**src/rtl/hart_lsu.sv**
```systemverilog
// Load/store unit: one access at a time over a valid/ready memory port, with
// byte-lane masking, load extension, decode traps and an optional response timeout.
//
// state | meaning
// IDLE  | ready for a core request; decode and register it on i_req_valid
// REQ   | memory request presented, held stable until i_mem_req_ready
// WAIT  | waiting for i_mem_resp_valid (optionally bounded by TIMEOUT_CYCLES)
// RESP  | one-cycle completion pulse toward the core
module hart_lsu #(
  parameter int ADDR_WIDTH     = 32,
  parameter int TIMEOUT_CYCLES = 0
) (
  input  logic                  i_clk,
  input  logic                  i_rst_n,
  input  logic                  i_req_valid,
  output logic                  o_req_ready,
  input  logic                  i_req_wen,
  input  logic [2:0]            i_req_funct3,
  input  logic [ADDR_WIDTH-1:0] i_req_addr,
  input  logic [31:0]           i_req_wdata,
  output logic                  o_resp_valid,
  output logic [31:0]           o_resp_rdata,
  output logic                  o_resp_trap,
  output logic                  o_mem_req_valid,
  input  logic                  i_mem_req_ready,
  output logic [ADDR_WIDTH-1:0] o_mem_addr,
  output logic                  o_mem_wen,
  output logic [31:0]           o_mem_wdata,
  output logic [3:0]            o_mem_mask,
  input  logic                  i_mem_resp_valid,
  input  logic [31:0]           i_mem_rdata
);

  typedef enum logic [1:0] {IDLE, REQ, WAIT, RESP} state_t;

  localparam logic [31:0] TO_LIMIT = 32'(TIMEOUT_CYCLES);
  localparam bit          TO_EN    = (TIMEOUT_CYCLES > 0);

  state_t state, state_nxt;

  logic [ADDR_WIDTH-1:0] addr_q;
  logic [1:0]            off_q;
  logic                  wen_q;
  logic [31:0]           wdata_q;
  logic [3:0]            mask_q;
  logic [1:0]            size_q;
  logic                  uns_q;
  logic                  trap_q;
  logic [31:0]           rdata_q;
  logic [31:0]           wait_cnt;

  logic [1:0]  dec_size;
  logic        dec_uns;
  logic        dec_illegal;
  logic        dec_misal;
  logic [3:0]  dec_mask;
  logic        dec_trap;
  logic        timeout_hit;
  logic [31:0] rd_shifted;
  logic [31:0] load_ext;

  // size encoding: 0 = byte, 1 = half, 2 = word
  always_comb begin
    dec_size    = 2'd0;
    dec_uns     = 1'b0;
    dec_illegal = 1'b0;
    case (i_req_funct3)
      3'b000: dec_size = 2'd0;
      3'b001: dec_size = 2'd1;
      3'b010: dec_size = 2'd2;
      3'b100: begin
        dec_size    = 2'd0;
        dec_uns     = 1'b1;
        dec_illegal = i_req_wen;
      end
      3'b101: begin
        dec_size    = 2'd1;
        dec_uns     = 1'b1;
        dec_illegal = i_req_wen;
      end
      default: dec_illegal = 1'b1;
    endcase

    dec_misal = !dec_illegal &&
                ((dec_size == 2'd1 && i_req_addr[0]) ||
                 (dec_size == 2'd2 && i_req_addr[1:0] != 2'b00));

    case (dec_size)
      2'd0:    dec_mask = 4'b0001 << i_req_addr[1:0];
      2'd1:    dec_mask = 4'b0011 << i_req_addr[1:0];
      default: dec_mask = 4'b1111;
    endcase
    if (dec_illegal) dec_mask = 4'b0000;

    dec_trap = dec_illegal || dec_misal;
  end

  // wait_cnt counts the WAIT cycles already spent; this cycle is number wait_cnt+1
  assign timeout_hit = TO_EN && (wait_cnt + 32'd1 == TO_LIMIT);

  always_comb begin
    rd_shifted = i_mem_rdata >> {off_q, 3'b000};
    case (size_q)
      2'd0:    load_ext = uns_q ? {24'd0, rd_shifted[7:0]}
                                : {{24{rd_shifted[7]}}, rd_shifted[7:0]};
      2'd1:    load_ext = uns_q ? {16'd0, rd_shifted[15:0]}
                                : {{16{rd_shifted[15]}}, rd_shifted[15:0]};
      default: load_ext = rd_shifted;
    endcase
  end

  always_ff @(posedge i_clk or negedge i_rst_n) begin
    if (!i_rst_n) state <= IDLE;
    else          state <= state_nxt;
  end

  always_comb begin
    state_nxt       = state;
    o_req_ready     = 1'b0;
    o_mem_req_valid = 1'b0;
    o_resp_valid    = 1'b0;
    case (state)
      IDLE: begin
        o_req_ready = 1'b1;
        if (i_req_valid) state_nxt = dec_trap ? RESP : REQ;
      end
      REQ: begin
        o_mem_req_valid = 1'b1;
        if (i_mem_req_ready) state_nxt = WAIT;
      end
      WAIT: begin
        if (i_mem_resp_valid || timeout_hit) state_nxt = RESP;
      end
      RESP: begin
        o_resp_valid = 1'b1;
        state_nxt    = IDLE;
      end
      default: state_nxt = IDLE;
    endcase
  end

  always_ff @(posedge i_clk or negedge i_rst_n) begin
    if (!i_rst_n) begin
      addr_q  <= '0;
      off_q   <= 2'b00;
      wen_q   <= 1'b0;
      wdata_q <= 32'd0;
      mask_q  <= 4'b0000;
      size_q  <= 2'd0;
      uns_q   <= 1'b0;
      trap_q  <= 1'b0;
      rdata_q <= 32'd0;
    end else begin
      case (state)
        IDLE: begin
          if (i_req_valid) begin
            addr_q  <= {i_req_addr[ADDR_WIDTH-1:2], 2'b00};
            off_q   <= i_req_addr[1:0];
            wen_q   <= i_req_wen;
            wdata_q <= i_req_wdata << {i_req_addr[1:0], 3'b000};
            mask_q  <= dec_mask;
            size_q  <= dec_size;
            uns_q   <= dec_uns;
            trap_q  <= dec_trap;
            rdata_q <= 32'd0;
          end
        end
        WAIT: begin
          // a response on the timeout cycle takes priority over the trap
          if (i_mem_resp_valid) begin
            rdata_q <= wen_q ? 32'd0 : load_ext;
            trap_q  <= 1'b0;
          end else if (timeout_hit) begin
            rdata_q <= 32'd0;
            trap_q  <= 1'b1;
          end
        end
        default: ;
      endcase
    end
  end

  always_ff @(posedge i_clk or negedge i_rst_n) begin
    if (!i_rst_n)
      wait_cnt <= 32'd0;
    else if (state == WAIT && !i_mem_resp_valid && !timeout_hit)
      wait_cnt <= wait_cnt + 32'd1;
    else
      wait_cnt <= 32'd0;
  end

  assign o_mem_addr   = addr_q;
  assign o_mem_wen    = wen_q;
  assign o_mem_wdata  = wdata_q;
  assign o_mem_mask   = mask_q;
  assign o_resp_rdata = (state == RESP) ? rdata_q : 32'd0;
  assign o_resp_trap  = (state == RESP) && trap_q;

endmodule
```
**config.mk**
```make
export PLATFORM = sky130hd
export DESIGN_NAME = hart_lsu
export DESIGN_NICKNAME = d
export VERILOG_FILES = /design/src/rtl/hart_lsu.sv
export SDC_FILE = /design/constraint.sdc
export NUM_CORES = 1
export LEC_CHECK = 0
export ABC_AREA = 1
export CAP_MARGIN = 5
export CORE_UTILIZATION = 29
export CTS_CLUSTER_DIAMETER = 50
export DETAILED_ROUTE_END_ITERATION = 7
export GPL_TIMING_DRIVEN = 0
export PLACE_DENSITY = 0.58
export SETUP_SLACK_MARGIN = 0.2
export SYNTH_ARGS = -nofsm -noshare
export SYNTH_HDL_FRONTEND = slang
export SYNTH_SLANG_ARGS = --single-unit
```
**constraint.sdc**
```tcl
create_clock -name i_clk -period 2 [get_ports i_clk]
set_input_delay 0.4 -clock i_clk [delete_from_list [all_inputs] [get_ports i_clk]]
set_output_delay 0.4 -clock i_clk [all_outputs]
set_load 0.005 [all_outputs]
```
== Word-level counts from Yosys, hierarchy flattened ==
Index checks and enable logic that the tools add are counted.

* Word-level logic and storage cells: 70
* Register bits: 107
* Output and inout port bits: 105
* Input bits: 105

* Multiplexer cells: 24
* Equality and inequality tests: 13
* Shifts and indexed selects: 4
* Reduce and logical (&&, ||, !) cells: 19

{| class="wikitable"
|+ Operator list
! kind !! number
|-
| 32-bit 2-to-1 mux || 6
|-
| 32-bit case mux with 2 select lines || 2
|-
| 32-bit by 5-bit << shifter with 32-bit output || 1
|-
| 32-bit by 5-bit right shift with 32-bit output || 1
|-
| 2-bit 2-to-1 mux || 4
|-
| 2-bit case mux with 4 select lines || 1
|-
| 4-bit case mux with 2 select lines || 1
|-
| 2-bit by 1-bit equality test with 1-bit output (second input constant) || 3
|-
| 2-bit equality test (second input constant) || 3
|-
| 3-bit equality test (second input constant) || 2
|-
| 2-bit zero test || 3
|-
| 1-bit 2-to-1 mux || 6
|-
| 2-bit inequality test (second input constant) || 3
|-
| 3-bit AND reduction || 2
|-
| 1-bit logical AND || 4
|-
| 4-bit 2-to-1 mux || 1
|-
| 1-bit case mux with 2 select lines || 2
|-
| 2-bit case mux with 2 select lines || 1
|-
| 2-bit nonzero test || 2
|-
| 2-bit OR reduction || 2
|-
| 1-bit by 2-bit << shifter with 4-bit output (first input constant) || 1
|-
| 2-bit by 2-bit << shifter with 4-bit output (first input constant) || 1
|-
| 3-bit by 1-bit equality test with 1-bit output (second input constant) || 1
|-
| 3-bit by 2-bit equality test with 1-bit output (second input constant) || 1
|-
| other kinds (5) || 6
|}

== Longest topological paths before layout ==
* Depth after elaboration: 11
* Mapped depth: 10
* Mapped depth without buffers: 9

== Worst setup path after synthesis ==
No wires, ideal clock.

* Kind: flip-flop to output port
* Start: register state[0]
* End: output port o_resp_rdata[10]
* Cell stages (with the launch flop): 6
* Arrival: 1.143 ns
* Slack: 0.457 ns
* Cell sequence: dfrtp_1 > ha_1 > clkbuf_1 > clkbuf_1 > nand2_1 > inv_1

* Cells in the longest elaborated chain, start to end: 2

{| class="wikitable"
|+ Ends and longest elaborated chain
! element !! RTL line !! source
|-
| start: declaration || 39 || <nowiki>state_t state, state_nxt;</nowiki>
|-
| start signal: assignment || 114 || <nowiki>else state <= state_nxt;</nowiki>
|-
| 2-bit equality test || 196 || <nowiki>assign o_resp_rdata = (state == RESP) ? rdata_q : 32'd0;</nowiki>
|-
| 32-bit 2-to-1 mux || 196 ||
|-
| end: declaration || 22 || <nowiki>output logic [31:0] o_resp_rdata,</nowiki>
|}

Every way passes these cells.

== Final worst setup path ==
* Start: register state[0]
* End: output port o_resp_rdata[9]

Same word-level chain as after synthesis.

==> flow_metrics.tcl <==
set metrics [dict create \
    core_um2 19400 \
    vdd.ir_drop.worst_v 0.000617 \
    num_cts_buffers 9 \
    rsz_0062_raised_after_global_routing "yes" \
    routed_wirelength_um 19600 \
    layout_setup_ws_ps -15.7 \
    insertion_delay_ps 360 \
    sequential_cell_area_um2 2680 \
    violations "negative setup slack" \
    mappedNetlistArea_um2 5730 \
    number_of_cell_rows 51 \
    ctsRootBufferMaster "sky130_fd_sc_hd__clkbuf_16" \
    tritoncts_num_sinks 107 \
    yosysSeqAreaShare 0.467 \
    timing.fmax_ghz 0.496 \
    initial_core_util 0.295 \
    dp_cells 1237 \
    antenna_violating_nets_remaining 0 \
    avgViaCountPerCell 4.52 \
    tritoncts "done" \
    synth_top_cell_by_area "sky130_fd_sc_hd__dfrtp_1" \
    synth_top_area_frac 0.467 \
    initial_drc_count 365 \
    fin_util 0.472 \
    maximum_capacitance_violations 0 \
    synth_cell_types 31 \
    global_route.overflow_total 0 \
    grt_max_degree 71 \
    grt_util_all_layers 0.197 \
    worst_clock_skew_ps 8.73 \
    status "finished with violations" \
    startpoint_to_endpoint_class_of_the_critical_path "reg2out" \
    synth.ff_latch_count 107 \
    synth_area_per_cell_um2 7.50 \
    dr_total_vias 5804 \
    synth_top_cells_by_area "sky130_fd_sc_hd__dfrtp_1 (47%), sky130_fd_sc_hd__nand2_1 (23%), sky130_fd_sc_hd__inv_1 (3.8%)" \
    timing.final.setup_violations 6 \
    global_route_wire_length_before_repair_um 30400 \
    critPathRequiredTime_ps 1600 \
    cts.reportedPaths.clkPinSlew_ps 80 \
    n_antenna_cell 0 \
    gp_congestion 0.880 \
    fin_crit_sh 1.01 \
    cts_max_path_buffers 2 \
    wl_per_cell_um 15.3 \
    power.total_mw 12.7 \
    die_h_um 143 \
    worst_hold_path_type "reg2reg" \
    worstSetupStartpointType "register" \
    areaGrowthSynthToFinish_pct 59.6 \
    multi_input_area_um2 2770 \
    power.density_cell_area_nw_per_um2 1390 \
    period_minus_slack_ps 2020 \
    h_tree_lvl_count 3 \
    yosys_warnings 0 \
    drive_gt1_frac 0.234 \
    synth_cells 764 \
    critical_path_arrival_ps 1620 \
    dp_worst_setup_slack_ps -500 \
    setup.worst_path.end_class "primary output" \
    first_global_vias 5693 \
    first_pass_iters 7 \
    numPortBuffers 206 \
    floorplan.io_pins 210 \
    die-width_um 143 \
    finalHoldWorstSlack_ps 480 \
    finish.net_count 1124 \
    layout.cells.non_filler 1285 \
    drv_slew 0 \
    dieArea_um2 20300 \
    fillerInstances 1928 \
    cellLeakagePower_nw 4.79 \
    remaining_drc_errors 0 \
    dpl.hpwl_um 14200 \
    hold_viol 0 \
    critPathMaxFanout 7 \
    number_of_antenna_violations_at_the_first_check_in_global_routing 0 \
]
==> metal layers <==
layer,up-vias,share of wire,global-route usage
met4,0,0.019,0.0656
li1,2896,-,-
met5,-,0,0
met2,237,0.45,0.317
met3,29,0.097,0.0646
met1,2642,0.43,0.248
==> cells in the mapped netlist <==
master / instances
sky130_fd_sc_hd__a21oi_1: 19
sky130_fd_sc_hd__inv_4: 1
sky130_fd_sc_hd__clkinv_1: 1
sky130_fd_sc_hd__buf_4: 7
sky130_fd_sc_hd__mux2i_1: 1
sky130_fd_sc_hd__o22ai_1: 1
sky130_fd_sc_hd__or2_2: 7
sky130_fd_sc_hd__o21ai_0: 36
sky130_fd_sc_hd__nand2_1: 353
sky130_fd_sc_hd__nor2_4: 1
sky130_fd_sc_hd__conb_1: 1
sky130_fd_sc_hd__dfrtp_1: 107
sky130_fd_sc_hd__nand2_8: 1
sky130_fd_sc_hd__inv_8: 1
sky130_fd_sc_hd__o21ai_2: 1
sky130_fd_sc_hd__nand3_1: 33
sky130_fd_sc_hd__nand3_2: 3
sky130_fd_sc_hd__o21ai_1: 8
sky130_fd_sc_hd__buf_2: 24
sky130_fd_sc_hd__nor2_8: 1
sky130_fd_sc_hd__nand3_4: 2
sky130_fd_sc_hd__o221ai_1: 7
sky130_fd_sc_hd__o211ai_1: 24
sky130_fd_sc_hd__buf_6: 6
sky130_fd_sc_hd__nand2_2: 25
sky130_fd_sc_hd__nor2_1: 18
sky130_fd_sc_hd__inv_1: 58
sky130_fd_sc_hd__inv_2: 4
sky130_fd_sc_hd__ha_1: 4
sky130_fd_sc_hd__clkbuf_1: 8
sky130_fd_sc_hd__buf_12: 1
==> layout make-up <==
class	count	share of cell area
plain buffers	46	0.0468
inverters	65	0.0297
well taps	265	0.0362
multi-input cells	547	0.302
repair buffers	239	0.258
flip-flops and latches	107	0.293
clock inverters	7	0.00998
clock buffers	9	0.0246
==> flip-flops by register name, summed over array words and instances, names as in the netlist <==
signal,cells
size_q,2
uns_q,1
rdata_q,32
o_mem_addr,30
o_mem_wdata,32
trap_q,1
o_mem_mask,4
o_mem_wen,1
off_q,2
state,2
==> worst max-delay path, cell delays in order, from the launching register on <==
cell and delay [ps]:
sky130_fd_sc_hd__dfrtp_1 420, sky130_fd_sc_hd__ha_4 190, sky130_fd_sc_hd__clkbuf_16 160, sky130_fd_sc_hd__clkbuf_16 160, sky130_fd_sc_hd__buf_12 140, sky130_fd_sc_hd__nand2_4 50, sky130_fd_sc_hd__inv_2 30, sky130_fd_sc_hd__buf_6 100
==> where the power goes <==
group	total, mW	leakage [nW]	internal (mW)	switching [mW]
logic	7.15	3.26	3.58	3.57
clock network	1.94	0.151	1.00	0.933
registers	3.60	1.38	3.04	0.567
total	12.7	4.79	7.62	5.07
==> cell families (layout without fill, tap and decap cells) <==
| family | after synthesis | after routing | synth area share |
|---|---|---|---|
| AO/OA/AOI/OAI | 96 | 96 | 0.0998 |
| adder cells (fa/ha/maj) | 4 | 4 | 0.00873 |
| buffers and inverters | 111 | 366 | 0.0950 |
| flip-flops | 107 | 107 | 0.467 |
| multiplexers | 1 | 1 | 0.00175 |
| other | 1 | 2 | 0.000654 |
| AND/OR/NAND/NOR | 444 | 444 | 0.327 |
==> repair_timing <==
| action | 4_1_cts | 5_1_grt |
|---|---|---|
| hold buffers | 1 | 0 |
| hold endpoints to repair | 37 | 0 |
| resized for setup | 216 | 96 |
| gates cloned | 2 | 1 |
| endpoints found under the setup margin | 63 | 115 |
| buffers inserted | 18 | 10 |
| pin swaps | 3 | 8 |
==> per-stage QoR <==
| stage | instance area [µm²] | setup TNS, ps |
|---|---|---|
| after floorplan | 5740 | 0 |
| after global placement | 8130 | -438680 |
| after detailed placement | 8160 | -12610 |
| after CTS | 8760 | -259 |
| after global routing | 9150 | -1000 |
| final | 9150 | -67.0 |
==> layout by cell type (no fill, tap or decap), types with 3 or more instances in the layout <==
| cell | netlist | layout |
|---|---|---|
| sky130_fd_sc_hd__nand2_1 | 353 | 320 |
| sky130_fd_sc_hd__clkdlybuf4s50_1 | 0 | 169 |
| sky130_fd_sc_hd__dfrtp_1 | 107 | 107 |
| sky130_fd_sc_hd__buf_6 | 6 | 40 |
| sky130_fd_sc_hd__nand2_2 | 25 | 35 |
| sky130_fd_sc_hd__inv_1 | 58 | 33 |
| sky130_fd_sc_hd__nand3_1 | 33 | 33 |
| sky130_fd_sc_hd__o21ai_0 | 36 | 32 |
| sky130_fd_sc_hd__buf_2 | 24 | 31 |
| sky130_fd_sc_hd__inv_2 | 4 | 26 |
| sky130_fd_sc_hd__o211ai_1 | 24 | 24 |
| sky130_fd_sc_hd__buf_4 | 7 | 23 |
| sky130_fd_sc_hd__nand2_4 | 0 | 22 |
| sky130_fd_sc_hd__a21oi_1 | 19 | 19 |
| sky130_fd_sc_hd__nor2_1 | 18 | 17 |
| sky130_fd_sc_hd__clkbuf_16 | 0 | 14 |
| sky130_fd_sc_hd__o21ai_1 | 8 | 11 |
| sky130_fd_sc_hd__or2_2 | 7 | 7 |
| sky130_fd_sc_hd__o221ai_1 | 7 | 7 |
| sky130_fd_sc_hd__inv_6 | 0 | 3 |
| sky130_fd_sc_hd__nand3_2 | 3 | 3 |
| sky130_fd_sc_hd__inv_8 | 1 | 3 |
| sky130_fd_sc_hd__buf_8 | 0 | 3 |
| sky130_fd_sc_hd__clkbuf_4 | 0 | 3 |
| sky130_fd_sc_hd__ha_4 | 0 | 3 |
| sky130_fd_sc_hd__clkbuf_2 | 0 | 3 |
==> final timing paths <==
check,startpoint,end,slack [ps],cells past startpoint
setup reg to reg,state[0],rdata_q[1],200,13
max in group asynchronous,i_rst_n,rdata_q[9],760,3
setup / recovery,state[0],o_resp_rdata[9],-20,7
hold reg to reg,o_mem_addr[24],o_mem_addr[24],480,2
hold / removal,o_mem_addr[24],o_mem_addr[24],480,2
min in group asynchronous,i_rst_n,rdata_q[18],520,2
Note: power is estimated with default switching activity, not from simulation.
